===== config.mk =====
export PLATFORM = sky130hd
export DESIGN_NAME = zmod_align_ctrl
export DESIGN_NICKNAME = d
export VERILOG_FILES = /design/src/rtl/zmod_align_ctrl.sv
export SDC_FILE = /design/constraint.sdc
export NUM_CORES = 1
export LEC_CHECK = 0
export BUFFER_PORTS_ARGS = -buffer_cell sky130_fd_sc_hd__buf_2
export CORE_ASPECT_RATIO = 1.2
export CORE_MARGIN = 8
export CORE_UTILIZATION = 51
export DETAILED_ROUTE_END_ITERATION = 6
export GPL_TIMING_DRIVEN = 0
export PLACE_DENSITY = 0.74
export SYNTH_ARGS = -nofsm -noshare
export SYNTH_HDL_FRONTEND = slang
export SYNTH_SLANG_ARGS = --single-unit
export TNS_END_PERCENT = 5

===== constraint.sdc =====
create_clock -name clk -period 6.6 [get_ports clk]
set_clock_uncertainty 0.15 [all_clocks]
set_input_delay 0.33 -clock clk [delete_from_list [all_inputs] [get_ports clk]]
set_output_delay 0.33 -clock clk [all_outputs]
set_load 0.02 [all_outputs]

===== src/rtl/zmod_align_ctrl.sv =====
// Lane-3 marker alignment FSM (HUNT/VERIFY/LOCKED) producing the framing bit-rotation.
// Outputs one cycle after the sampling edge; no backpressure. Stats counters only with ZMOD_ALIGN_STATS_EN.
module zmod_align_ctrl #(
  parameter int unsigned LOCK_CNT   = 16,
  parameter int unsigned UNLOCK_CNT = 4
) (
  input  logic        clk,
  input  logic        rst_n,
  input  logic        en,
  input  logic [7:0]  rx_marker,
  output logic [2:0]  shift,
  output logic        locked,
  output logic        lock_lost,
  output logic [15:0] err_cnt,
  output logic [7:0]  relock_cnt
);

  localparam logic [7:0] LOCK_N   = 8'(LOCK_CNT);
  localparam logic [7:0] UNLOCK_N = 8'(UNLOCK_CNT);

  typedef enum logic [1:0] {HUNT, VERIFY, LOCKED} state_t;

  state_t     state_q, state_d;
  logic [2:0] cand_q, cand_d;
  logic [2:0] shift_q, shift_d;
  logic [7:0] match_q, match_d;
  logic [7:0] bad_q, bad_d;
  logic       locked_q, locked_d;
  logic       lock_lost_q, lock_lost_d;
`ifdef ZMOD_ALIGN_STATS_EN
  logic [15:0] err_cnt_q, err_cnt_d;
  logic [7:0]  relock_cnt_q, relock_cnt_d;
`endif

  logic       onehot;
  logic [2:0] idx;
  logic       cand_hit;
  logic       shift_hit;

  always_comb begin
    idx = '0;
    for (int i = 0; i < 8; i++) begin
      if (rx_marker[i]) idx = 3'(i);
    end
    onehot    = (rx_marker != 8'd0) && ((rx_marker & (rx_marker - 8'd1)) == 8'd0);
    cand_hit  = (rx_marker == (8'd1 << cand_q));
    shift_hit = (rx_marker == (8'd1 << shift_q));
  end

  always_comb begin
    state_d     = state_q;
    cand_d      = cand_q;
    shift_d     = shift_q;
    match_d     = match_q;
    bad_d       = bad_q;
    locked_d    = locked_q;
    lock_lost_d = 1'b0;
`ifdef ZMOD_ALIGN_STATS_EN
    err_cnt_d    = err_cnt_q;
    relock_cnt_d = relock_cnt_q;
`endif
    // Disable wins over any marker error seen in the same cycle.
    if (!en) begin
      state_d  = HUNT;
      match_d  = '0;
      bad_d    = '0;
      locked_d = 1'b0;
    end else begin
      case (state_q)
        HUNT: begin
          if (onehot) begin
            cand_d  = idx;
            match_d = 8'd1;
            state_d = VERIFY;
          end
        end
        VERIFY: begin
          if (cand_hit) begin
            if (match_q + 8'd1 == LOCK_N) begin
              shift_d  = cand_q;
              locked_d = 1'b1;
              match_d  = '0;
              bad_d    = '0;
              state_d  = LOCKED;
            end else begin
              match_d = match_q + 8'd1;
            end
          end else begin
            match_d = '0;
            state_d = HUNT;
          end
        end
        LOCKED: begin
          if (shift_hit) begin
            bad_d = '0;
          end else begin
`ifdef ZMOD_ALIGN_STATS_EN
            if (err_cnt_q != 16'hFFFF) err_cnt_d = err_cnt_q + 16'd1;
`endif
            if (bad_q + 8'd1 == UNLOCK_N) begin
              bad_d       = '0;
              locked_d    = 1'b0;
              lock_lost_d = 1'b1;
              state_d     = HUNT;
`ifdef ZMOD_ALIGN_STATS_EN
              if (relock_cnt_q != 8'hFF) relock_cnt_d = relock_cnt_q + 8'd1;
`endif
            end else begin
              bad_d = bad_q + 8'd1;
            end
          end
        end
        default: state_d = HUNT;
      endcase
    end
  end

  always_ff @(posedge clk or negedge rst_n) begin
    if (!rst_n) begin
      state_q     <= HUNT;
      cand_q      <= '0;
      shift_q     <= '0;
      match_q     <= '0;
      bad_q       <= '0;
      locked_q    <= 1'b0;
      lock_lost_q <= 1'b0;
`ifdef ZMOD_ALIGN_STATS_EN
      err_cnt_q    <= '0;
      relock_cnt_q <= '0;
`endif
    end else begin
      state_q     <= state_d;
      cand_q      <= cand_d;
      shift_q     <= shift_d;
      match_q     <= match_d;
      bad_q       <= bad_d;
      locked_q    <= locked_d;
      lock_lost_q <= lock_lost_d;
`ifdef ZMOD_ALIGN_STATS_EN
      err_cnt_q    <= err_cnt_d;
      relock_cnt_q <= relock_cnt_d;
`endif
    end
  end

  assign shift     = shift_q;
  assign locked    = locked_q;
  assign lock_lost = lock_lost_q;
`ifdef ZMOD_ALIGN_STATS_EN
  assign err_cnt    = err_cnt_q;
  assign relock_cnt = relock_cnt_q;
`else
  assign err_cnt    = '0;
  assign relock_cnt = '0;
`endif

endmodule


Yosys cells after proc, flatten, opt, wreduce, memory -nomap -nowiden:

Cells that the tools add are included.

* register bits after elaboration: 26
* bits of input ports: 11
* output and inout bits: 29

* add/sub/neg operators: 3
* equal/unequal tests: 14
* shift operators: 2
* mux-type cells: 35
* bitwise gates (word level): 1
* reductions and logical operators: 10

Operator list (number)
* 2-to-1 mux 8 bit: 9
* one-hot mux 8 bit (2 select lines): 2
* adder 8 x 1 -> 8 bit, second input constant: 2
* equality test 8 bit: 2
* << shifter 1 x 3 -> 8 bit, first input constant: 2
* 2-to-1 mux 3 bit: 5
* inequality test 3 bit, second input constant: 5
* 2-to-1 mux 2 bit: 7
* 2-to-1 mux 1 bit: 10
* AND 8 bit: 1
* equality test 8 x 3 -> 1 bit, second input constant: 1
* equality test 8 x 5 -> 1 bit, second input constant: 1
* logical NOT 8 bit: 1
* AND reduction 4 bit: 2
* nonzero test 8 bit: 1
* subtractor 8 x 1 -> 8 bit, second input constant: 1
* inequality test 3 x 1 -> 1 bit, second input constant: 2
* one-hot mux 2 bit (3 select lines): 1
* AND reduction 3 bit: 2
* AND reduction 5 bit: 1
* inequality test 4 bit, second input constant: 1
* equality test 2 x 1 -> 1 bit, second input constant: 1
* equality test 2 bit, second input constant: 1
* logical NOT 2 bit: 1
* other kinds (3): 3

Logic depth before layout (Yosys ltp):

* word-level depth: 7
* depth in mapped cells: 8

Least setup slack after synthesis:

Ideal clock, no wire load.

* path type: register to register
* start point: reg match_q[0]
* end point: reg bad_q[4]
* data arrival time: 2108 ps
* data required time: 6309 ps
* slack: 4200 ps
* cell stages (with the launch flop): 7
* path buffers: 0
* cell sequence: dfrtp_1 ha_1 or4_1 o311ai_1 nand4b_2 o311ai_4 a31oi_1

* cells in the longest elaborated chain, start to end: 4

RTL lines
* start, declared: RTL line 26 `logic [7:0] match_q, match_d;`
* start signal, assigned: RTL line 135 `match_q <= match_d;`
* adder 8 x 1 -> 8 bit: RTL line 79 `if (match_q + 8'd1 == LOCK_N) begin`
* equality test 8 x 5 -> 1 bit: RTL line 79
* inequality test 3 bit (no source line)
* AND reduction 3 bit (no source line)
* end signal, assigned: RTL line 124 `bad_q <= '0;`
* end signal, assigned: RTL line 136 `bad_q <= bad_d;`
* end, declared: RTL line 27 `logic [7:0] bad_q, bad_d;`

No other way between the ends.
A chain may end at the register's enable or synchronous reset.

Final worst setup path:

Ends and elaborated chain as after synthesis.

==> metrics.json <==
{
  "outcome": {"value": "completed"},
  "finalWeightedCongestion": {"value": 0.869},
  "min_path_cells": {"value": 3},
  "crit_reg_reg_startpoint": {"value": "match_q[0]"},
  "worst_setup_hold_path_clk_slew": {"value": 0.09, "unit": "ns"},
  "grt_util_met2": {"value": 0.260},
  "drt-vias-per-instance": {"value": 5.48},
  "ios": {"value": 40},
  "min-delay-path-class": {"value": "in -> reg"},
  "cp-end-kind": {"value": "flop"},
  "crit_startpoint": {"value": "match_q[0]"},
  "vias": {"value": 2059},
  "cts_inserted_buffers": {"value": 3},
  "post_cts.resized_instances": {"value": 0},
  "grt_most_used_layer": {"value": "met2"},
  "ys_seq_area_frac": {"value": 0.275},
  "power.static_leakage": {"value": 1.23, "unit": "nW"},
  "maximum_buffer_depth_of_the_clock_tree": {"value": 2},
  "cts.sink_count": {"value": 26},
  "grt_use_met3": {"value": 0.0179},
  "synthesis.yosys.warnings": {"value": 0},
  "r2r_cells": {"value": 6},
  "n_antenna_cell": {"value": 0},
  "final.period_utilization": {"value": 0.420},
  "slew_violations": {"value": 0},
  "netlist_area": {"value": 2360, "unit": "um2"},
  "timing.max_slew.rel_slack": {"value": 0.473},
  "floorplan.die_area": {"value": 7080, "unit": "um2"},
  "power_per_cell_area": {"value": 143, "unit": "nW/um2"},
  "synth_enable_flop_cells": {"value": 0},
  "maxCapViolCount": {"value": 0},
  "yosysUniqueCellTypes": {"value": 58},
  "global_route_wire_length_before_repair": {"value": 8860, "unit": "um"},
  "finalHoldViolCount": {"value": 0},
  "synthDominantCellAreaShare": {"value": 0.275},
  "grt_antenna_before_repair": {"value": 0},
  "postSynth.asyncResetShare": {"value": 1.00},
  "worst-r2r-setup-slack": {"value": 3.83, "unit": "ns"},
  "post_cts_buffers": {"value": 0},
  "gr-total-overflow": {"value": 0},
  "remaining_drc_errors": {"value": 0},
  "die_w": {"value": 78.1, "unit": "um"},
  "worst_skew_pair.late_latency": {"value": 0.28, "unit": "ns"},
  "regToRegEndpoint": {"value": "bad_q[4]"},
  "timing.final.crit_period": {"value": 2.77, "unit": "ns"},
  "first_global_vias": {"value": 1964},
  "fillerInstances": {"value": 448},
  "finalWorstSetupSlack": {"value": 3.83, "unit": "ns"},
  "final_nets": {"value": 334},
  "worst-setup-path-type": {"value": "reg -> reg"},
  "cp_data_required_time": {"value": 6.60, "unit": "ns"},
  "placedCellCount": {"value": 371},
  "finalSetupViolations": {"value": 0},
  "fin_tns_setup": {"value": 0, "unit": "ns"},
  "peakVddDrop": {"value": 0.107, "unit": "mV"},
  "worst-endpoint-arrival": {"value": 2.77, "unit": "ns"},
  "cts_htree_levels": {"value": 1},
  "timing_worst_slew_pin_value": {"value": 0.787, "unit": "ns"},
  "worst-path-max-fanout": {"value": 8},
  "count_of_tritonroute_iterations_in_the_first_routing_pass": {"value": 4},
  "yosysTopAreaCell": {"value": "sky130_fd_sc_hd__dfrtp_1"},
  "gr-usage-all-layers": {"value": 0.147},
  "cts_root_buf": {"value": "sky130_fd_sc_hd__clkbuf_8"},
  "route.detailed.wl_per_inst": {"value": 13.8, "unit": "um"},
  "core": {"value": 4530, "unit": "um2"},
  "synth_top_flop_cell": {"value": "sky130_fd_sc_hd__dfrtp_1"},
  "hpwl": {"value": 3950, "unit": "um"},
  "largest_net_degree_at_the_start_of_global_routing": {"value": 27},
  "synth.area.top_cells": {"value": "sky130_fd_sc_hd__dfrtp_1 (28%), sky130_fd_sc_hd__buf_4 (7.9%), sky130_fd_sc_hd__mux2_4 (3.2%)"},
  "initial_core_util": {"value": 0.522},
  "drt-total-wl": {"value": 5180, "unit": "um"},
  "area.growth.synth_to_final": {"value": 12.2, "unit": "%"},
  "drtAntennaViolNets": {"value": 0},
  "postSynthCellCount": {"value": 277},
  "grt_setup_unrepaired": {"value": "false"},
  "fmaxAchievable": {"value": 361, "unit": "MHz"},
  "buffer_ports.inserted": {"value": 13},
  "dieHeight": {"value": 90.6, "unit": "um"},
  "grt_use_met1": {"value": 0.168},
  "num_rows": {"value": 27},
  "cts_tree": {"value": "built"},
  "final_cell_count_no_fill": {"value": 376},
  "first_iter_violations": {"value": 116},
  "dp_slack": {"value": 3.86, "unit": "ns"},
  "layout-drive-gt1-share": {"value": 0.223},
  "postSynthAreaPerCell": {"value": 8.53, "unit": "um2"},
  "ys_ff_latch": {"value": 26},
  "worstSetupStartpointType": {"value": "flop"},
  "setup.worst_path.end": {"value": "bad_q[4]"}
}
==> stage by stage <==
step / power [mW] / utilization / hold WS [ns] / instance area [um2]
after floorplan: 0.253 / - / -0.116 / 2450
after global placement: 0.272 / 0.572 / 0.219 / 2590
after detailed placement: 0.273 / 0.572 / 0.224 / 2590
after CTS: 0.382 / 0.586 / 0.182 / 2650
after global routing: 0.396 / 0.586 / 0.202 / 2650
final: 0.379 / 0.586 / 0.191 / 2650
==> where the power goes <==
part	total [mW]	switching (mW)	leakage, nW	internal (mW)
registers	0.169	0.00587	0.354	0.163
logic	0.103	0.0579	0.849	0.0446
clock network	0.107	0.0533	0.0288	0.0535
total	0.379	0.117	1.23	0.262
==> placed cells by master (no fill, tap or decap), types with 11 or more instances in the layout <==
cell type and instances:
sky130_fd_sc_hd__a21oi_1 12, sky130_fd_sc_hd__buf_2 20, sky130_fd_sc_hd__buf_4 25, sky130_fd_sc_hd__conb_1 24
sky130_fd_sc_hd__dfrtp_1 26, sky130_fd_sc_hd__inv_1 17, sky130_fd_sc_hd__nand2_1 19, sky130_fd_sc_hd__nand3_1 12
sky130_fd_sc_hd__nor2_1 15, sky130_fd_sc_hd__o21ai_0 12, sky130_fd_sc_hd__o21ai_1 11
==> sequential cells by signal, summed over array words and instances, names as in the netlist <==
name,flops
bad_q,8
cand_q,3
lock_lost,1
locked,1
match_q,8
shift,3
state_q,2
==> worst min-delay path by stage <==
stage	start	end	slack (ns)
4_1_cts	en	locked	0.18
3_5_place_dp	rst_n	cand_q[0]	0.22
6_report	en	locked	0.19
2_1_floorplan	rst_n	bad_q[0]	-0.12
3_3_place_gp	rst_n	cand_q[2]	0.22
5_1_grt	en	locked	0.20
==> cells by family (layout without fill, tap and decap cells) <==
logic type | count (synthesis) | after routing | synth area share
other cells | 1 | 24 | 0.00159
mux | 11 | 11 | 0.0572
compound gates | 68 | 68 | 0.208
flops | 26 | 26 | 0.275
fa+ha+maj | 5 | 5 | 0.0254
xor+xnor | 5 | 5 | 0.0185
simple gates | 105 | 105 | 0.266
buf+inv | 56 | 74 | 0.148
==> cell usage after synthesis (3+ instances only) <==
library cell               number
sky130_fd_sc_hd__and2_1         3
sky130_fd_sc_hd__mux2i_1        6
sky130_fd_sc_hd__ha_1           4
sky130_fd_sc_hd__nor2b_1        8
sky130_fd_sc_hd__xnor2_1        4
sky130_fd_sc_hd__nand3_1       12
sky130_fd_sc_hd__a21oi_1       12
sky130_fd_sc_hd__nor3_1        10
sky130_fd_sc_hd__nand2_1       19
sky130_fd_sc_hd__nor4bb_1       4
sky130_fd_sc_hd__buf_4         25
sky130_fd_sc_hd__a31oi_1        8
sky130_fd_sc_hd__nand2b_1       3
sky130_fd_sc_hd__o21bai_1       3
sky130_fd_sc_hd__nor4_2         3
sky130_fd_sc_hd__nor4_1         3
sky130_fd_sc_hd__inv_1         17
sky130_fd_sc_hd__dfrtp_1       26
sky130_fd_sc_hd__buf_6          5
sky130_fd_sc_hd__buf_2          7
sky130_fd_sc_hd__nor2_1        15
sky130_fd_sc_hd__and3_1         4
sky130_fd_sc_hd__o21ai_1       11
sky130_fd_sc_hd__mux2_4         5
sky130_fd_sc_hd__nor4b_1        4
sky130_fd_sc_hd__o21ai_0       12
==> area by class of cell <==
cell class | instances | area [um2] | share of cell area
Sequential cell | 26 | 651 | 0.245
Inverter | 17 | 63.8 | 0.0241
Tap cell | 58 | 72.6 | 0.0274
Clock buffer | 4 | 55.1 | 0.0208
Multi-Input combinational cell | 218 | 1450 | 0.546
Buffer | 39 | 287 | 0.108
Timing Repair Buffer | 14 | 75.1 | 0.0283
==> per-layer routing <==
layer / up-vias / wire length [um]
li1: 1035 / -
met4: 0 / 129
met5: - / 0
met2: 48 / 2560
met1: 966 / 2300
met3: 10 / 186
==> what timing repair did <==
item                                    CTS  global route
hold endpoints to repair                 26             0
endpoints found under the setup margin    0             0
hold buffers                              1             0
==> worst max-delay path: stages, from the launching register on <==
cell and delay [ns]:
sky130_fd_sc_hd__dfrtp_1 0.47, sky130_fd_sc_hd__ha_1 0.33, sky130_fd_sc_hd__or4_1 0.54, sky130_fd_sc_hd__o311ai_1 0.13
sky130_fd_sc_hd__nand4b_2 0.33, sky130_fd_sc_hd__o311ai_4 0.54, sky130_fd_sc_hd__a31oi_1 0.14
Power figures use the tool's default switching activity.
